===== config.mk =====
export PLATFORM = sky130hd
export DESIGN_NAME = btn_debounce
export DESIGN_NICKNAME = d
export VERILOG_FILES = /design/src/rtl/debounce_pkg.sv /design/src/rtl/debounce_channel.sv /design/src/rtl/btn_debounce.sv
export SDC_FILE = /design/constraint.sdc
export NUM_CORES = 1
export LEC_CHECK = 0
export ABC_AREA = 1
export CAP_MARGIN = 10
export CORE_MARGIN = 5
export CORE_UTILIZATION = 51
export DETAILED_ROUTE_END_ITERATION = 7
export HOLD_SLACK_MARGIN = 0.15
export PLACE_DENSITY = 0.77
export SLEW_MARGIN = 10
export SYNTH_ARGS = -nofsm -noshare
export SYNTH_HDL_FRONTEND = slang
export SYNTH_SLANG_ARGS = --single-unit
export TNS_END_PERCENT = 20

===== constraint.sdc =====
create_clock -name clk -period 1.1 [get_ports clk]
set_clock_uncertainty 0.1 [all_clocks]
set_input_delay 0.22 -clock clk [delete_from_list [all_inputs] [get_ports clk]]
set_output_delay 0.22 -clock clk [all_outputs]
set_load 0.01 [all_outputs]

===== src/rtl/debounce_pkg.sv =====
// Shared definitions for the two-channel button debouncer: the per-channel
// FSM state encoding and the default number of stable samples required.
package debounce_pkg;

    // Default number of consecutive stable synchronized samples needed
    // before a level change is accepted (legal range 2..255).
    localparam int DEBOUNCE_CYCLES_DEFAULT = 4;

    // Per-channel debounce FSM states.
    //   STABLE_LOW  : output is 0 and the input agrees
    //   CHK_HIGH    : output is 0, input has gone high, counting samples
    //   STABLE_HIGH : output is 1 and the input agrees
    //   CHK_LOW     : output is 1, input has gone low, counting samples
    typedef enum logic [1:0] {
        STABLE_LOW  = 2'd0,
        CHK_HIGH    = 2'd1,
        STABLE_HIGH = 2'd2,
        CHK_LOW     = 2'd3
    } db_state_t;

    // Width of the stable-sample counter for a given debounce length.
    function automatic int db_cnt_width(input int cycles);
        return $clog2(cycles + 1);
    endfunction

endpackage : debounce_pkg


===== src/rtl/debounce_channel.sv =====
// One debounce channel: a 2-flop synchronizer followed by a four-state FSM
// that only accepts a new level after DEBOUNCE_CYCLES consecutive agreeing
// synchronized samples. Any reversal during a check discards the count.
// The accepted level and its rise/fall pulses are all registered so the
// pulse is high exactly in the cycle where o_level first shows the new value.
module debounce_channel
    import debounce_pkg::*;
#(
    parameter int DEBOUNCE_CYCLES = DEBOUNCE_CYCLES_DEFAULT
) (
    input  logic clk,
    input  logic reset,
    input  logic i_raw,
    output logic o_level,
    output logic o_rise,
    output logic o_fall
);

    localparam int CNT_W = $clog2(DEBOUNCE_CYCLES + 1);
    localparam logic [CNT_W-1:0] CNT_ZERO = '0;
    localparam logic [CNT_W-1:0] CNT_ONE  = CNT_W'(1);
    localparam logic [CNT_W-1:0] CNT_LAST = CNT_W'(DEBOUNCE_CYCLES - 1);

    logic            r_sync1;
    logic            r_sync2;
    db_state_t       r_state;
    logic [CNT_W-1:0] r_cnt;
    logic            r_level;
    logic            r_rise;
    logic            r_fall;

    db_state_t       w_state_nxt;
    logic [CNT_W-1:0] w_cnt_nxt;
    logic            w_level_nxt;
    logic            w_rise_nxt;
    logic            w_fall_nxt;

    // Two-flop synchronizer bringing the asynchronous sensor level into clk.
    always_ff @(posedge clk or negedge reset) begin
        if (!reset) begin
            r_sync1 <= 1'b0;
            r_sync2 <= 1'b0;
        end else begin
            r_sync1 <= i_raw;
            r_sync2 <= r_sync1;
        end
    end

    // Next-state logic: count agreeing samples, accept on the last one,
    // and fall back to the stable state (count cleared) on any reversal.
    always_comb begin
        w_state_nxt = r_state;
        w_cnt_nxt   = r_cnt;
        w_level_nxt = r_level;
        w_rise_nxt  = 1'b0;
        w_fall_nxt  = 1'b0;

        case (r_state)
            STABLE_LOW: begin
                if (r_sync2) begin
                    w_state_nxt = CHK_HIGH;
                    w_cnt_nxt   = CNT_ONE;
                end else begin
                    w_cnt_nxt   = CNT_ZERO;
                end
            end

            CHK_HIGH: begin
                if (r_sync2) begin
                    if (r_cnt == CNT_LAST) begin
                        w_state_nxt = STABLE_HIGH;
                        w_cnt_nxt   = CNT_ZERO;
                        w_level_nxt = 1'b1;
                        w_rise_nxt  = 1'b1;
                    end else begin
                        w_cnt_nxt   = r_cnt + CNT_ONE;
                    end
                end else begin
                    w_state_nxt = STABLE_LOW;
                    w_cnt_nxt   = CNT_ZERO;
                end
            end

            STABLE_HIGH: begin
                if (!r_sync2) begin
                    w_state_nxt = CHK_LOW;
                    w_cnt_nxt   = CNT_ONE;
                end else begin
                    w_cnt_nxt   = CNT_ZERO;
                end
            end

            CHK_LOW: begin
                if (!r_sync2) begin
                    if (r_cnt == CNT_LAST) begin
                        w_state_nxt = STABLE_LOW;
                        w_cnt_nxt   = CNT_ZERO;
                        w_level_nxt = 1'b0;
                        w_fall_nxt  = 1'b1;
                    end else begin
                        w_cnt_nxt   = r_cnt + CNT_ONE;
                    end
                end else begin
                    w_state_nxt = STABLE_HIGH;
                    w_cnt_nxt   = CNT_ZERO;
                end
            end

            default: begin
                w_state_nxt = STABLE_LOW;
                w_cnt_nxt   = CNT_ZERO;
                w_level_nxt = 1'b0;
            end
        endcase
    end

    // FSM, counter, accepted level and edge pulses, all cleared by reset.
    always_ff @(posedge clk or negedge reset) begin
        if (!reset) begin
            r_state <= STABLE_LOW;
            r_cnt   <= CNT_ZERO;
            r_level <= 1'b0;
            r_rise  <= 1'b0;
            r_fall  <= 1'b0;
        end else begin
            r_state <= w_state_nxt;
            r_cnt   <= w_cnt_nxt;
            r_level <= w_level_nxt;
            r_rise  <= w_rise_nxt;
            r_fall  <= w_fall_nxt;
        end
    end

    assign o_level = r_level;
    assign o_rise  = r_rise;
    assign o_fall  = r_fall;

endmodule : debounce_channel


===== src/rtl/btn_debounce.sv =====
// Two-channel button debouncer for a quadrature-style sensor pair {b, a}.
// Each bit runs through its own independent debounce_channel, so changes on
// both inputs at once are accepted in the same cycle. The FSM state of each
// channel is visible through the hierarchy (u_ch_a.r_state, u_ch_b.r_state).
module btn_debounce
    import debounce_pkg::*;
#(
    parameter int DEBOUNCE_CYCLES = DEBOUNCE_CYCLES_DEFAULT
) (
    input  logic       clk,
    input  logic       reset,
    input  logic [1:0] btn_raw,
    output logic [1:0] btn,
    output logic [1:0] btn_rise,
    output logic [1:0] btn_fall
);

    debounce_channel #(
        .DEBOUNCE_CYCLES (DEBOUNCE_CYCLES)
    ) u_ch_a (
        .clk     (clk),
        .reset   (reset),
        .i_raw   (btn_raw[0]),
        .o_level (btn[0]),
        .o_rise  (btn_rise[0]),
        .o_fall  (btn_fall[0])
    );

    debounce_channel #(
        .DEBOUNCE_CYCLES (DEBOUNCE_CYCLES)
    ) u_ch_b (
        .clk     (clk),
        .reset   (reset),
        .i_raw   (btn_raw[1]),
        .o_level (btn[1]),
        .o_rise  (btn_rise[1]),
        .o_fall  (btn_fall[1])
    );

endmodule : btn_debounce


# After elaboration in Yosys (flattened, before gate mapping)
# Index checks and enable logic that the tools add are counted.
# Widths: inputs -> output; s select.
op_classes:
  eq_ne: 24
  addsub: 2
  n_mux: 46
  n_reduce_logical: 8
ops:
  columns: ["cell", "count"]
  rows:
  - ["$mux 2", 12]
  - ["$pmux 3 s4", 2]
  - ["$mux 1", 22]
  - ["$mux 3", 6]
  - ["$ne 2x1->1 const B", 8]
  - ["$pmux 2 s4", 2]
  - ["$reduce_and 5->1", 2]
  - ["$eq 2x2->1 const B", 4]
  - ["$ne 2x2->1 const B", 4]
  - ["$reduce_and 4->1", 2]
  - ["$add 3x1->3 const B", 2]
  - ["$eq 3x2->1 const B", 2]
  - ["$ne 3x1->1 const B", 2]
  - ["$ne 3x3->1 const B", 2]
  - ["$eq 2x1->1 const B", 2]
  - ["$logic_not 2->1", 2]
  - ["$pmux 1 s2", 2]
  - ["$reduce_bool 2->1", 2]
word_totals:
  out_inout_bits: 6
  regBits: 20

# Longest topological paths before layout
# Gate-level depths: netlist of run 1.
logic_depth:
  word_depth: 4
  ltp_mapped: 6

# Hierarchy
# From an unflattened synthesis of run 1, not the netlist that was laid out.
hier_totals:
  hier_cells: 83
  hier_area_um2: 839.6
by_module_without_submodules:
  columns: ["mod", "n_inst", "seq_area_each_um2", "area_each_um2", "cells_per_inst"]
  rows:
  - ["debounce_channel (u_ch_b)", 1, 250.2, 449.2, 42]
  - ["debounce_channel (u_ch_a)", 1, 250.2, 390.4, 41]

# Worst setup path after synthesis of run 1
# Ideal clock, no wire load.
synth_path:
  path_type: "register to register"
  startpoint: "register u_ch_b.r_cnt[0]"
  endpoint: "register u_ch_b.r_level (netlist: u_ch_b.o_level)"
  required_time_ps: 882
  t_arrival_ps: 824
  setup_slack_ps: 59
  setup_time_ps: 118
  n_path_buf: 0
  stages_incl_launch_ff: 7
  cell_sequence: "dfrtp_1 ha_1 nand2_2 nor2_4 nand2_1 nand2_1 nand2_1"
synth_via:
  elab_chain_cells: 3
  elab_cells_between_ends: 4
  cone_classes: "eq/ne: 3; reduce/logical: 1"
synth_lines:
  columns: ["item", "line", "source"]
  rows:
  - ["start, declared", "debounce_channel.sv:27", "logic [CNT_W-1:0] r_cnt;"]
  - ["start signal, assigned", "debounce_channel.sv:127", "r_cnt <= w_cnt_nxt;"]
  - ["$eq 3x2->1 (*)", "debounce_channel.sv:70, debounce_channel.sv:95", null]
  - ["$ne 2x1->1 (no line)", null, null]
  - ["$reduce_and 5->1 (no line) (*)", null, null]
  - ["end signal, assigned", "debounce_channel.sv:128", "r_level <= w_level_nxt;"]
  - ["end, declared", "debounce_channel.sv:28", "logic r_level;"]
# Mark *: on every way between the ends. The rest lies on a longest branch, timed or not.
# A chain may end at the register's enable or synchronous reset.

# Final worst setup path of run 1
layout_path:
  startpoint: "register u_ch_b.r_level (netlist: u_ch_b.o_level)"
  endpoint: "output btn[1]"
layout_lines:
  columns: ["item", "line", "source"]
  rows:
  - ["end, declared", "btn_debounce.sv:13", "output logic [1:0] btn,"]
# No word-level cell between the ends.

==> impl_metrics.csv, run 1 <==
group,metric,value,unit
die,io_pins,10,
sta,fin_crit,1.15,ns
clock_network,h-tree-depth,1,
yosys,ys_warn_count,0,
sta,drv_slew,0,
die,fp.coreArea,1510,sq um
setup_path,path_buf_inv,1,
power,ir_worst_vdd,1.04,mV
yosys,synth_nets,87,
detailed_routing,via_per_inst,4.57,
detailed_routing,drt-wirelength-per-cell,10.5,microns
placement,dp_hpwl,837,microns
yosys,yosys.area.top_type,"dfrtp_1",
grt,grt_usage,11.5,%
sta,setup_viol,9,
yosys,synth_common_cells,"dfrtp_1, nand2_1, inv_1",
power,p_per_area,2130,nW/um^2
grt,grt_pass1_vias,472,
die,dieArea,2460,sq um
sta,rsz0062_at_grt,"yes",
yosys,yosys-top-cells-area,"dfrtp_1, nand2_1, inv_1",
yosys,synth.avg_cell_area,9.89,sq um
setup_path,reg2regPathDepth,6,
power,p_total,0.00205,W
grt,overflow,0,
detailed_routing,wl,1160,microns
cells_and_area,n_antenna_cell,0,
die,die_y,49.6,microns
placement,gp_congestion,0.694,
clock_network,cts_made_buffers,3,
grt,antenna_found_initial,0,
yosys,synth_edf_count,0,
sta,timing.fmax,869,MHz
cells_and_area,fin_nets,101,
clock_network,cts_sinks,20,
yosys,seq_area_frac_synth,62.5,%
outcome,violations,"negative setup slack",
setup_path,worstPathCellList,"buf_6",
yosys,yosysMostFrequentCell,"dfrtp_1",
sta,hold_violations,0,
sta,fin_crit_sh,105,%
clock_network,tritoncts,"yes",
yosys,syn_inst,81,
setup_path,crit_type,"flip-flop to primary output",
worst_hold_path,hold_path_depth,1,
setup_path,start_kind,"flip-flop",
yosys,netlist_area,801,sq um
cells_and_area,drive_above_1_share,27.7,%
placement,io_buffers,9,
sta,slew-limit-headroom,90.3,%
setup_path,cp.depth,1,
setup_path,crit_family,"flip-flops",
clock_network,cts_max_path_buffers,2,
sta,timing.final.ws_setup,-0.0511,ns
detailed_routing,drt_pre_antenna_iters,4,
yosys,ys_types,16,
cells_and_area,fin_util,63.9,%
clock_network,cts_root_buf,"clkbuf_4",
yosys,synth_flop_cell,"dfrtp_1",
cells_and_area,syn_to_final_growth,20.2,%
die,start_util,53.2,%
setup_path,cp_slowest_cell,"dfrtp_1",
yosys,synthArstFlopShare,100,%
detailed_routing,drc,0,
yosys,yosys.area.top_type_share,62.5,%
detailed_routing,num_vias,503,
sta,tightest_slew,0.144,ns
setup_path,cpPeakStageDelay,0.41,ns
setup_path,cp_max_fo,2,
yosys,synth_seq_cells,20,
grt,grt_pass1_wl,2090,microns
worst_hold_path,hold_path.class,"input port to flip-flop",
outcome,outcome,"finished, violations left",
run,maxCapViolations,0,
setup_path,critical_path_arrival,0.83,ns
setup_path,crit_path_end_kind,"primary output",
detailed_routing,ant_nets,0,
die,die_w,49.6,microns
cells_and_area,top_regs,"u_ch_a.r_cnt x3, u_ch_b.r_cnt x3",
clock_network,clkLatencyLatePin,0.30,ns
setup_path,crit_required,0.78,ns
die,row_count,14,
detailed_routing,drtIter0Drc,5,
grt,grt_max_degree,21,
clock_network,clk_pin_slew,0.11,ns
power,p_leak,0.539,nW
==> area by class of cell <==
| type | count | area (sq um) |
|---|---|---|
| multi-input combinational | 40 | 216 |
| sequential | 20 | 500 |
| inverter | 15 | 56.3 |
| timing repair buffer | 15 | 133 |
| tap | 16 | 20.0 |
| fill | 125 | 544 |
| clock buffer | 4 | 36.3 |
==> layout by cell type (no fill, tap or decap), types with 2 or more instances in the layout <==
cell type | synthesis | layout
buf_2 | 0 | 4
buf_4 | 6 | 4
buf_6 | 0 | 2
clkbuf_4 | 0 | 3
clkdlybuf4s50_1 | 0 | 3
dfrtp_1 | 20 | 20
inv_1 | 14 | 12
inv_2 | 1 | 3
nand2_1 | 18 | 17
nand2_2 | 2 | 3
nand3_1 | 3 | 3
nor2_1 | 8 | 8
==> per-layer routing <==
metal | share of wire [%] | track usage, % | up-vias
met3 | 7.4 | 3.61 | 2
met1 | 41 | 14.6 | 226
li1 | - | - | 262
met2 | 49 | 16.9 | 13
met4 | 1.9 | 6.55 | 0
met5 | 0 | 0 | -
==> per-stage QoR <==
step | setup TNS (ns) | cells | worst slack, ns | hold WS, ns | instance area, sq um
3_5_place_dp | -0.430 | 101 | -0.0800 | 0.241 | 886
2_1_floorplan | 0 | 81 | 0.0587 | -0.176 | 801
3_3_place_gp | -0.356 | 101 | -0.0697 | 0.232 | 886
5_1_grt | -0.927 | 110 | -0.113 | 0.227 | 962
6_report | -0.269 | 110 | -0.0511 | 0.246 | 962
4_1_cts | -0.289 | 108 | -0.0544 | 0.239 | 930
==> kinds of logic (layout without fill, tap and decap cells) <==
| group | count (synthesis) | after routing | share of synthesized area [%] |
|---|---|---|---|
| flip-flops | 20 | 20 | 62.5 |
| AO/OA/AOI/OAI | 3 | 3 | 2.34 |
| buffers and inverters | 21 | 34 | 12.7 |
| adder cells (fa/ha/maj) | 2 | 2 | 3.12 |
| AND/OR/NAND/NOR | 35 | 35 | 19.4 |
==> final timing paths <==
| path | endpoint | slack (ns) | startpoint |
|---|---|---|---|
| max in group asynchronous | u_ch_a.o_fall | 0.09 | reset |
| setup / recovery | btn[1] | -0.05 | u_ch_b.o_level |
| min in group asynchronous | u_ch_b.r_sync1 | 0.69 | reset |
| hold reg to reg | u_ch_a.r_sync2 | 0.26 | u_ch_a.r_sync1 |
| setup reg to reg | u_ch_b.o_level | -0.04 | u_ch_b.r_cnt[0] |
| hold / removal | u_ch_a.r_sync1 | 0.25 | btn_raw[0] |
==> power by group <==
part / switching (W) / internal [W] / leakage, nW
Sequential: 0.000132 / 0.000908 / 0.256
Clock: 0.000225 / 0.000202 / 0.0210
Combinational: 0.000283 / 0.000298 / 0.262
Total: 0.000641 / 0.00141 / 0.539
==> timing repair <==
item / 4_1_cts / 5_1_grt
hold buffers: 1 / 0
gates cloned: 0 / 0
endpoints found under the hold margin: 20 / 0
resized for setup: 26 / 6
pin swaps: 1 / 2
setup buffers: 2 / 2
endpoints found under the setup margin: 9 / 12
Note: power is estimated with default switching activity, not from simulation.
==> run 2, diff against run 1 <==
- SETUP_SLACK_MARGIN: default -> 0.4
==> run 2 against run 1 <==
  * Combinational power is 6.4% lower
  * Critical path depth is 5 higher
  * Via count is 2.2% higher
  * Worst setup slack worse by 0.0086 ns
  * Design area is 2.9% lower
  * The run still ends with negative setup slack left
  * Sequential cell count stayed put
  * Maximum frequency is 0.74% lower
  * Routed wire length is 12% higher
  * Sequential power hardly changed
  * First-iteration DRC count is 60% lower
  * Register-to-register slack worse by 0.02 ns
  * Critical endpoint is now u_ch_b.o_level
==> impl_metrics.csv, run 2 (synthesized netlist as in run 1, its figures left out) <==
group,metric,value,unit
cells_and_area,syn_to_final_growth,16.7,%
sta,fin_crit_sh,105,%
setup_path,crit_type,"flip-flop to flip-flop",
setup_path,cpPeakStageDelay,0.38,ns
setup_path,cp_slowest_cell,"dfrtp_1",
die,die_w,49.6,microns
setup_path,crit_path_end_kind,"flip-flop",
sta,tightest_slew,0.167,ns
die,fp.coreArea,1510,sq um
clock_network,cts_made_buffers,3,
die,start_util,53.2,%
detailed_routing,drc,0,
sta,setup_viol,9,
setup_path,rr_startpoint,"u_ch_b.r_cnt[0]",
cells_and_area,final_cells,107,
grt,overflow,0,
worst_hold_path,hold_path.class,"input port to async pin",
cells_and_area,seqCellArea,500,sq um
detailed_routing,wl,1300,microns
cells_and_area,postLayoutCellArea,935,sq um
placement,io_buffers,9,
clock_network,cts_sinks,20,
setup_path,critPathLaunch,"u_ch_b.r_cnt[0]",
cells_and_area,drive_above_1_share,27.5,%
placement,place.detailed.instances,101,
die,dieArea,2460,sq um
grt,grt_pass1_vias,566,
detailed_routing,ant_nets,0,
die,die_y,49.6,microns
clock_network,tritoncts,"yes",
die,io_pins,10,
placement,pre_cts_slack,-0.101,ns
clock_network,cts_max_path_buffers,2,
sta,timing.fmax,862,MHz
clock_network,h-tree-depth,1,
power,p_leak,0.525,nW
sta,slew-limit-headroom,88.9,%
detailed_routing,via_per_inst,4.80,
sta,rsz0062_at_grt,"yes",
grt,antenna_found_initial,0,
cells_and_area,layout_common_cells,"dfrtp_1, nand2_1, inv_1",
sta,timing.hold.ws,0.145,ns
cells_and_area,top_regs,"u_ch_a.r_cnt x3, u_ch_b.r_cnt x3",
sta,timing.final.ws_setup,-0.0597,ns
power,ir_worst_vdd,0.995,mV
cells_and_area,n_fill_cell,118,
setup_path,cp_max_fo,5,
run,maxCapViolations,0,
grt,grt_max_degree,21,
grt,grt_usage,12.3,%
cells_and_area,multi_input_area,226,sq um
detailed_routing,num_vias,514,
sta,fin_crit,1.16,ns
clock_network,cts_root_buf,"clkbuf_4",
die,row_count,14,
setup_path,crit_required,1.20,ns
sta,hold_violations,0,
sta,drv_slew,0,
sta,tns,-0.295,ns
setup_path,start_kind,"flip-flop",
cells_and_area,n_antenna_cell,0,
placement,dp_hpwl,874,microns
placement,placed_area,888,sq um
setup_path,critical_path_arrival,1.26,ns
detailed_routing,drtIter0Drc,2,
placement,gp_congestion,0.737,
detailed_routing,drt-wirelength-per-cell,12.2,microns
outcome,violations,"negative setup slack",
clock_network,clkLatencyLatePin,0.30,ns
cells_and_area,layout_commonest_cell,"dfrtp_1",
detailed_routing,drt_pre_antenna_iters,4,
setup_path,ff2ff_setup_slack,-0.06,ns
grt,grt_pass1_wl,2340,microns
outcome,outcome,"finished, violations left",
cells_and_area,fin_nets,98,
clock_network,clk_pin_slew,0.11,ns
power,p_per_area,2140,nW/um^2
setup_path,worstPathCellList,"ha_2 -> nand2_2 -> nor2_4 -> nand2_2 -> nand2_1 -> nand2_1",
-- run 2: cell types whose count changed in the layout (fill, tap and decap cells not counted), sizes merged --
cell,before,now
buf,11,9
dlygate4sd3,1,0
-- run 2: through the flow --
step           power (W)  util, %
6_report         0.00200     62.0
5_1_grt          0.00214     62.0
3_5_place_dp     0.00155     59.0
2_1_floorplan    0.00140        -
4_1_cts          0.00198     60.9
3_3_place_gp     0.00150     59.0
-- run 2: layout make-up --
class	instances	area share, %
Inverter	15	6.02
Sequential cell	20	53.5
Clock buffer	4	3.88
Tap cell	16	2.14
Timing Repair Buffer	12	10.2
Multi-Input combinational cell	40	24.2
-- run 2: what timing repair did --
| item | 4_1_cts | 5_1_grt |
|---|---|---|
| pin swaps | 8 | 4 |
| setup buffers | 1 | 1 |
| gates resized for setup | 28 | 3 |
| endpoints found under the setup margin | 22 | 22 |
| endpoints found under the hold margin | 11 | 16 |
| gates cloned | 0 | 0 |
-- run 2: path summary, 6_finish.rpt --
check	end	depth (start not counted)
worst max-delay path	u_ch_b.o_level	6
worst min-delay path	u_ch_a.r_sync1	2
worst max register to register	u_ch_b.o_level	6
worst min register to register	u_ch_b.r_sync2	0
max in group asynchronous	u_ch_a.o_rise	2
min in group clk	u_ch_a.r_sync1	1
-- run 2: report_power, final --
| group | leakage, nW | total, W | switching [W] | internal [W] |
|---|---|---|---|---|
| clock network | 0.0210 | 0.000416 | 0.000214 | 0.000202 |
| logic | 0.248 | 0.000544 | 0.000308 | 0.000235 |
| registers | 0.256 | 0.00104 | 0.000130 | 0.000908 |
| total | 0.525 | 0.00200 | 0.000652 | 0.00134 |
-- run 2: worst max-delay path, delay by kind of cell (launching register included) --
kind / cells / cell delay (ns)
flops: 1 / 0.38
simple gates: 5 / 0.38
fa+ha+maj: 1 / 0.19
-- run 2: per-layer routing --
layer / wire length [microns] / GRT usage [%] / up-vias
met2: 706 / 22.5 / 13
met4: 6 / 5.24 / 0
met3: 90 / 3.61 / 2
li1: - / - / 254
met1: 498 / 12.8 / 245
met5: 0 / 0 / -
